==> config.mk <==
export PLATFORM = sky130hd
export DESIGN_NAME = imem_stream_loader
export DESIGN_NICKNAME = d
export VERILOG_FILES = /design/src/rtl/loader_pkg.sv /design/src/rtl/byte_word_assembler.sv /design/src/rtl/imem_stream_loader.sv
export SDC_FILE = /design/constraint.sdc
export NUM_CORES = 1
export LEC_CHECK = 0
export CORE_UTILIZATION = 50
export CTS_BUF_LIST = sky130_fd_sc_hd__clkbuf_8
export DETAILED_ROUTE_END_ITERATION = 7
export PLACE_DENSITY = 0.73
export SYNTH_ARGS = -nofsm -noshare
export SYNTH_HDL_FRONTEND = slang
export SYNTH_SLANG_ARGS = --single-unit
==> constraint.sdc <==
create_clock -name clock -period 11.7 [get_ports clock]
set_input_delay 2.925 -clock clock [delete_from_list [all_inputs] [get_ports clock]]
set_output_delay 2.925 -clock clock [all_outputs]
set_load 0.05 [all_outputs]
==> src/rtl/loader_pkg.sv <==
// Shared definitions for the instruction-memory stream loader.
//   state_e   : loader FSM states
//   ERR_*     : codes reported on the err output
//   HDR_BYTES : number of length bytes at the start of a frame
package loader_pkg;

    typedef enum logic [2:0] {
        StIdle  = 3'd0,
        StLenHi = 3'd1,
        StLenLo = 3'd2,
        StData  = 3'd3,
        StChk   = 3'd4,
        StDone  = 3'd5,
        StErr   = 3'd6
    } state_e;

    localparam logic [1:0] ERR_NONE = 2'b00;
    localparam logic [1:0] ERR_LEN  = 2'b01;
    localparam logic [1:0] ERR_CSUM = 2'b10;

    localparam int unsigned HDR_BYTES = 2;

endpackage

==> src/rtl/byte_word_assembler.sv <==
// Packs a byte stream, MSB first, into 32-bit words.
//   clock, reset : clock and asynchronous active-high reset
//   clear        : drop any partial word (takes priority over strobe)
//   strobe       : in_byte is accepted this cycle
//   in_byte      : stream byte
//   word         : assembled word, valid while word_valid is high
//   word_valid   : high in the cycle the 4th byte of a word is accepted
module byte_word_assembler (
    input  logic        clock,
    input  logic        reset,
    input  logic        clear,
    input  logic        strobe,
    input  logic [7:0]  in_byte,
    output logic [31:0] word,
    output logic        word_valid
);

    logic [23:0] shift_q, shift_d;
    logic [1:0]  cnt_q, cnt_d;

    always_comb begin
        shift_d = shift_q;
        cnt_d   = cnt_q;
        if (clear) begin
            shift_d = '0;
            cnt_d   = '0;
        end else if (strobe) begin
            shift_d = {shift_q[15:0], in_byte};
            cnt_d   = cnt_q + 2'd1;
        end
    end

    // The 4th byte completes the word combinationally; the caller registers it.
    assign word       = {shift_q, in_byte};
    assign word_valid = strobe && !clear && (cnt_q == 2'd3);

    always_ff @(posedge clock or posedge reset) begin
        if (reset) begin
            shift_q <= '0;
            cnt_q   <= '0;
        end else begin
            shift_q <= shift_d;
            cnt_q   <= cnt_d;
        end
    end

endmodule

==> src/rtl/imem_stream_loader.sv <==
// Boot loader: receives a length-prefixed, XOR-checksummed byte frame and writes
// the contained 32-bit words into instruction memory, holding the CPU until done.
//   clock, reset         : clock and asynchronous active-high reset
//   start                : pulse; begins a load from IDLE, DONE or ERR
//   in_data/valid/ready  : byte stream handshake
//   imem_we/addr/wdata   : instruction memory write port
//   cpu_hold             : processor stall
//   done, err            : load status levels
//   words_loaded         : words written by the current or last load
module imem_stream_loader
    import loader_pkg::*;
#(
    parameter int unsigned ADDR_W = 10,
    parameter int unsigned DATA_W = 32
) (
    input  logic              clock,
    input  logic              reset,
    input  logic              start,
    input  logic [7:0]        in_data,
    input  logic              in_valid,
    output logic              in_ready,
    output logic              imem_we,
    output logic [ADDR_W-1:0] imem_addr,
    output logic [DATA_W-1:0] imem_wdata,
    output logic              cpu_hold,
    output logic              done,
    output logic [1:0]        err,
    output logic [ADDR_W:0]   words_loaded
);

    localparam logic [16:0] CAPACITY = 17'(2 ** ADDR_W);

    state_e              state_q, state_d;
    logic [7:0]          len_hi_q, len_hi_d;
    logic [ADDR_W:0]     len_q, len_d;
    logic [7:0]          csum_q, csum_d;
    logic [ADDR_W-1:0]   wr_idx_q, wr_idx_d;
    logic                we_q, we_d;
    logic [ADDR_W-1:0]   addr_q, addr_d;
    logic [DATA_W-1:0]   wdata_q, wdata_d;
    logic                hold_q, hold_d;
    logic                done_q, done_d;
    logic [1:0]          err_q, err_d;
    logic [ADDR_W:0]     words_q, words_d;

    logic        accept;
    logic        asm_clear;
    logic [31:0] asm_word;
    logic        asm_word_valid;
    logic [16:0] len_full;

    assign in_ready = (state_q == StLenHi) || (state_q == StLenLo) ||
                      (state_q == StData)  || (state_q == StChk);
    assign accept   = in_valid && in_ready;
    assign len_full = {1'b0, len_hi_q, in_data};

    byte_word_assembler u_asm (
        .clock      (clock),
        .reset      (reset),
        .clear      (asm_clear),
        .strobe     (accept && (state_q == StData)),
        .in_byte    (in_data),
        .word       (asm_word),
        .word_valid (asm_word_valid)
    );

    always_comb begin
        state_d   = state_q;
        len_hi_d  = len_hi_q;
        len_d     = len_q;
        csum_d    = csum_q;
        wr_idx_d  = wr_idx_q;
        we_d      = 1'b0;
        addr_d    = addr_q;
        wdata_d   = wdata_q;
        hold_d    = hold_q;
        done_d    = done_q;
        err_d     = err_q;
        words_d   = words_q;
        asm_clear = 1'b0;

        case (state_q)
            StIdle, StDone, StErr: begin
                if (start) begin
                    state_d   = StLenHi;
                    done_d    = 1'b0;
                    err_d     = ERR_NONE;
                    words_d   = '0;
                    csum_d    = '0;
                    hold_d    = 1'b1;
                    wr_idx_d  = '0;
                    asm_clear = 1'b1;
                end
            end
            StLenHi: begin
                if (accept) begin
                    len_hi_d = in_data;
                    csum_d   = csum_q ^ in_data;
                    state_d  = StLenLo;
                end
            end
            StLenLo: begin
                if (accept) begin
                    csum_d = csum_q ^ in_data;
                    len_d  = len_full[ADDR_W:0];
                    if (len_full > CAPACITY) begin
                        state_d = StErr;
                        err_d   = ERR_LEN;
                    end else if (len_full == 17'd0) begin
                        state_d = StChk;
                    end else begin
                        state_d = StData;
                    end
                end
            end
            StData: begin
                if (accept) begin
                    csum_d = csum_q ^ in_data;
                    if (asm_word_valid) begin
                        we_d     = 1'b1;
                        addr_d   = wr_idx_q;
                        wdata_d  = asm_word;
                        wr_idx_d = wr_idx_q + 1'b1;
                        words_d  = words_q + 1'b1;
                        if (words_q + 1'b1 == len_q) begin
                            state_d = StChk;
                        end
                    end
                end
            end
            StChk: begin
                if (accept) begin
                    if (in_data == csum_q) begin
                        state_d = StDone;
                        done_d  = 1'b1;
                        hold_d  = 1'b0;
                    end else begin
                        state_d = StErr;
                        err_d   = ERR_CSUM;
                        hold_d  = 1'b1;
                    end
                end
            end
            default: state_d = StIdle;
        endcase
    end

    always_ff @(posedge clock or posedge reset) begin
        if (reset) begin
            state_q  <= StIdle;
            len_hi_q <= '0;
            len_q    <= '0;
            csum_q   <= '0;
            wr_idx_q <= '0;
            we_q     <= 1'b0;
            addr_q   <= '0;
            wdata_q  <= '0;
            hold_q   <= 1'b1;
            done_q   <= 1'b0;
            err_q    <= ERR_NONE;
            words_q  <= '0;
        end else begin
            state_q  <= state_d;
            len_hi_q <= len_hi_d;
            len_q    <= len_d;
            csum_q   <= csum_d;
            wr_idx_q <= wr_idx_d;
            we_q     <= we_d;
            addr_q   <= addr_d;
            wdata_q  <= wdata_d;
            hold_q   <= hold_d;
            done_q   <= done_d;
            err_q    <= err_d;
            words_q  <= words_d;
        end
    end

    assign imem_we      = we_q;
    assign imem_addr    = addr_q;
    assign imem_wdata   = wdata_q;
    assign cpu_hold     = hold_q;
    assign done         = done_q;
    assign err          = err_q;
    assign words_loaded = words_q;

endmodule

# Word level (Yosys, flattened, before mapping)
# Index checks and enable logic that the tools add are counted.
op_classes:
  n_addsub: 3
  order_cmp: 1
  n_eq_ne: 20
  n_mux: 45
  n_bitwise: 1
  reduce_logical: 26
op_table:
  columns: ["cell", "n"]
  rows:
  - ["$mux W24", 2]
  - ["$mux W11", 3]
  - ["$mux W10", 3]
  - ["$mux W3", 9]
  - ["$pmux W11 S2", 1]
  - ["$pmux W10 S2", 1]
  - ["$logic_not A17 Y1", 1]
  - ["$gt A16 B11 Y1 const B", 1]
  - ["$mux W2", 8]
  - ["$mux W8", 2]
  - ["$pmux W8 S2", 1]
  - ["$pmux W3 S5", 1]
  - ["$ne A2 B2 Y1 const B", 7]
  - ["$add A11 B1 Y11 const B", 1]
  - ["$eq A11 B11 Y1", 1]
  - ["$mux W1", 11]
  - ["$add A10 B1 Y10 const B", 1]
  - ["$eq A3 B3 Y1 const B", 3]
  - ["$reduce_and A3 Y1", 3]
  - ["$eq A8 B8 Y1", 1]
  - ["$ne A2 B1 Y1 const B", 4]
  - ["$reduce_and A4 Y1", 2]
  - ["$reduce_bool A2 Y1", 4]
  - ["$xor A8 B8 Y8", 1]
  - ["15 further kinds", 24]
totals:
  ff_bits: 124
  output_inout_bits: 59

# Logic depth before layout (Yosys ltp)
logic_depth:
  ltp_word: 11
  ltp_mapped: 10
  mapped_depth_nobuf: 7

# Hierarchy
# Synthesis repeated with hierarchy kept, for this count alone.
unflattened:
  hier_cells: 590
  area_unflattened_um2: 5848.1
by_module_without_submodules:
  columns: ["module", "instances", "cells_each", "area_each_um2", "seq_area_each_um2"]
  rows:
  - ["imem_stream_loader", 1, 494, 4688.2, 2453.6]
  - ["byte_word_assembler", 1, 96, 1159.9, 650.6]

# Worst setup path after synthesis
# Ideal clock, no wire load.
synth_path:
  kind: "in2reg"
  start: "input port in_valid"
  end: "register state_q[0]"
  t_arrival_ps: 4475
  t_required_ps: 11572
  slack_ps: 7098
  stages: 8
  n_path_buf: 2
  cell_sequence: "clkbuf_1 -> and4b_1 -> buf_2 -> nand2_1 -> nor4_1 -> nand4_1 -> o21ai_2 -> mux2_1"
synth_between:
  elab_chain_cells: 6
synth_lines:
  columns: ["item", "line", "source"]
  rows:
  - ["start, declared", "imem_stream_loader.sv:20", "input logic in_valid,"]
  - ["$logic_and A1 B1 Y1 *", "imem_stream_loader.sv:54", "assign accept = in_valid && in_ready;"]
  - ["$logic_and A1 B1 Y1", "imem_stream_loader.sv:61", ".strobe (accept && (state_q == StData)),"]
  - ["$logic_and A1 B1 Y1 (2 in a row)", "byte_word_assembler.sv:35", "assign word_valid = strobe && !clear && (cnt_q == 2'd3);"]
  - ["$ne A2 B2 Y1 (no source line)", null, null]
  - ["$reduce_and A7 Y1 (no source line) *", null, null]
  - ["end signal, assigned", "imem_stream_loader.sv:150", "state_q <= StIdle;"]
  - ["end signal, assigned", "imem_stream_loader.sv:163", "state_q <= state_d;"]
  - ["end, declared", "imem_stream_loader.sv:33", "state_e state_q, state_d;"]
# Mark *: on every way between the ends. The rest lies on a longest branch, timed or not.
# A chain may end at the register's enable or synchronous reset.

# Final worst setup path
layout_path:
  start: "input port in_valid"
  end: "register wr_idx_q[5]"
layout_between:
  elab_chain_cells: 6
layout_lines:
  columns: ["item", "line", "source"]
  rows:
  - ["$logic_and A1 B1 Y1 *", "imem_stream_loader.sv:54", null]
  - ["$logic_and A1 B1 Y1", "imem_stream_loader.sv:61", null]
  - ["$logic_and A1 B1 Y1 (2 in a row)", "byte_word_assembler.sv:35", null]
  - ["$ne A2 B2 Y1 (no source line)", null, null]
  - ["$reduce_and A4 Y1 (no source line) *", null, null]
  - ["end signal, assigned", "imem_stream_loader.sv:167", "wr_idx_q <= wr_idx_d;"]
  - ["end, declared", "imem_stream_loader.sv:37", "logic [ADDR_W-1:0] wr_idx_q, wr_idx_d;"]
# Marked as above.

==> metrics.md <==
| Metric | Value |
|---|---|
| Status | `complete, no violations` |
| # IOs | `71` |
| Hold Path Class | `reg -> reg` |
| Util after Layout | `62.8%` |
| CP max-delay cell | `and4b_1` |
| Placer Congestion | `0.784` |
| Root Buffer | `clkbuf_8` |
| Fraction of layout cells with a size suffix above 1 | `7.99%` |
| Crit path required time | `12.00 ns` |
| Async S/R FF share, synth | `100%` |
| Finish-stage setup viols | `0` |
| GRT Residual Overflow | `0` |
| Cells after Synth | `611` |
| WL final | `12100 um` |
| Die height | `108 um` |
| Register Area | `0.00310 mm2` |
| Initial antenna violation count | `0` |
| Std-Cell Rows | `38` |
| Slowest stage delay, CP | `0.92 ns` |
| Final slew viol count | `0` |
| Ys flop type | `dfrtp_1` |
| Cts hold-fix bufs | `0` |
| Mapped Nets | `626` |
| Vias in the first global route | `4367` |
| Pwr dens | `225 mW/mm2` |
| RSZ-0062 raised after global routing | `no` |
| YS warnings | `0` |
| Netlist cell types | `47` |
| Hpwl dp | `7980 um` |
| Clk sinks | `124` |
| Seq/Total Area, Yosys | `54.8%` |
| Clock transition at the registers of the reported paths | `0.07 ns` |
| Flops & latches, synth | `124` |
| Max cap viols | `0` |
| Crit-path max FO | `57` |
| Starting density of the core | `51.8%` |
| Final Cycle Share | `58.3%` |
| Ant diodes | `0` |
| Fin crit period | `6.82 ns` |
| Core Area | `0.0109 mm2` |
| Setup TNS | `0 ns` |
| WP data arrival | `7.12 ns` |
| Pleak | `3.19 nW` |
| Drt first-iter violations | `248` |
| Worst slew margin | `31.8%` |
| Fillers | `925` |
| Mapped Avg Cell Area | `9.27 um2` |
| Layout Nets | `678` |
| Synth area leader | `dfrtp_1` |
| DRT antenna net count | `0` |
| IO buf count | `70` |
| CTS tree | `built` |
| Max Clock Skew | `0.0108 ns` |
| Drt drc | `0` |
| Post_cts resized | `0` |
| Skew-Pair Late Insertion Delay | `0.43 ns` |
| Mapped cell area | `0.00566 mm2` |
| DRT Pass-1 Iters | `5` |
| Fmax | `147 MHz` |
| Multi-input gate area | `0.00237 mm2` |
| Area Overhead vs Synth | `21.2%` |
| Worst-margin pin slew | `1.02 ns` |
| CTS max path bufs | `2` |
| Setup bufs post-CTS | `0` |
| Setup crit start kind | `input port` |
| Drt wl/cell | `14.9 um` |
| Yosys top cell area share | `54.4%` |
| CP cell instances | `clkdlybuf4s50_1 -> and4b_1 -> nand2_2 -> inv_1 -> buf_4 -> and3_1 -> nand4_1 -> xor2_1 -> nor2_1` |
| First-pass GRT wire length | `20800 um` |
| EDFF count, synth | `0` |
| Final hold viol count | `0` |
| Die X | `108 um` |
| Largest net degree at the start of global routing | `75` |
| Total CTS buffers | `17` |
| GRT Overall Usage | `22.7%` |
| VDD IR-drop max | `0.162 mV` |
| CTS H-Tree Depth | `4` |
| Area contributors post-synth | `dfrtp_1 (54%), nand2_1 (13%), o21ai_0 (5.7%), xor2_1 (3.7%), mux2_2 (2.8%)` |
| WS Path Type | `in -> reg` |
| Setup crit end kind | `flip-flop` |
| DR vias/cell | `5.49` |
| Vias | `4483` |
| Die footprint | `0.0118 mm2` |
[critical path, delay by kind of cell]
family,cells,cell delay (ns)
simple gates,5,2.22
buf+inv,3,1.81
xor+xnor,1,0.15
[final timing paths]
kind	startpoint	to	slack, ns	cells after the start
worst max-delay path	in_valid	wr_idx_q[5]	4.88	9
worst min-delay path	u_asm.shift_q[19]	imem_wdata[27]	0.48	2
worst max register to register	state_q[1]	wr_idx_q[5]	7.62	8
worst min register to register	u_asm.shift_q[19]	imem_wdata[27]	0.48	2
max in group asynchronous	reset	imem_wdata[4]	7.43	3
min in group asynchronous	reset	len_hi_q[5]	2.92	2
[cell type report]
class                           count  share of cell area (%)
Clock buffer                       20                    4.01
Clock inverter                     12                    2.83
Inverter                            4                   0.255
Multi-Input combinational cell    442                    34.5
Sequential cell                   124                    45.2
Tap cell                          140                    2.55
Timing Repair Buffer               74                    10.6
[synth_stat cells (2+ instances only)]
| cell | instances |
|---|---|
| nor2b_1 | 2 |
| a21o_1 | 3 |
| or4_1 | 2 |
| buf_2 | 9 |
| buf_4 | 2 |
| mux2_1 | 6 |
| a22o_1 | 5 |
| nand4_1 | 3 |
| o21a_1 | 2 |
| mux2_2 | 14 |
| xor2_1 | 24 |
| a31oi_1 | 2 |
| o31ai_1 | 9 |
| inv_1 | 4 |
| xnor2_1 | 9 |
| nand2_1 | 195 |
| buf_1 | 3 |
| dfrtp_1 | 123 |
| nand3_1 | 19 |
| nor3_1 | 5 |
| nor4_1 | 5 |
| and3_1 | 7 |
| clkbuf_2 | 4 |
| nor2_1 | 32 |
| ha_1 | 3 |
| and2_1 | 2 |
| nand2b_1 | 3 |
| clkbuf_1 | 23 |
| nor3b_1 | 3 |
| o21ai_0 | 65 |
| a21oi_1 | 6 |
| a32oi_1 | 2 |
[where the power goes]
part	switching, W	internal, W	total (W)
clock	0.000166	0.000269	0.000435
sequential	0.0000958	0.000541	0.000637
combinational	0.000292	0.000184	0.000476
total	0.000553	0.000994	0.00155
[stage by stage]
step	area (um2)	power (W)	setup WS (ns)	cells	hold slack (ns)
after floorplan	5660	0.000983	5.48	611	0.439
after global placement	6390	0.00110	4.54	784	0.457
after detailed placement	6390	0.00112	4.39	784	0.461
after CTS	6860	0.00156	4.84	816	0.478
after global routing	6860	0.00164	4.46	816	0.496
final	6860	0.00155	4.88	816	0.476
[metal layers]
| metal | track usage, % | vias up | part of all wire [%] |
|---|---|---|---|
| li1 | - | 2144 | - |
| met1 | 29.6 | 2219 | 45 |
| met2 | 36.9 | 102 | 49 |
| met3 | 5.73 | 18 | 4.3 |
| met4 | 7.82 | 0 | 1.2 |
| met5 | 0 | - | 0 |
[kinds of logic after synthesis]
| logic type | count (synthesis) | synth area share (%) |
|---|---|---|
| xor+xnor | 33 | 5.11 |
| compound gates | 101 | 10.5 |
| fa+ha+maj | 3 | 0.663 |
| buf+inv | 45 | 3.40 |
| mux | 21 | 4.15 |
| simple gates | 284 | 21.3 |
| flops | 124 | 54.8 |
[flip-flops by register name (all words and copies together) (netlist names)]
| name | count |
|---|---|
| imem_we | 1 |
| len_q | 11 |
| imem_addr | 10 |
| wr_idx_q | 10 |
| imem_wdata | 32 |
| state_q | 3 |
| cpu_hold | 1 |
| words_loaded | 11 |
| done | 1 |
| csum_q | 8 |
| u_asm.cnt_q | 2 |
| u_asm.shift_q | 24 |
| err | 2 |
| len_hi_q | 8 |
[cell usage in the layout (no fill, tap or decap), drive strengths merged, types with 5 or more instances in the layout]
master,instances
o21ai,66
o31ai,9
dfrtp,123
clkdlybuf4s50,70
a21oi,6
xor2,24
and3,7
nor3,5
a22o,5
nand3,19
inv,6
clkbuf,20
nand2,195
bufinv,5
nor2,32
nor4,5
mux2,20
xnor2,9
Power figures use the tool's default switching activity.
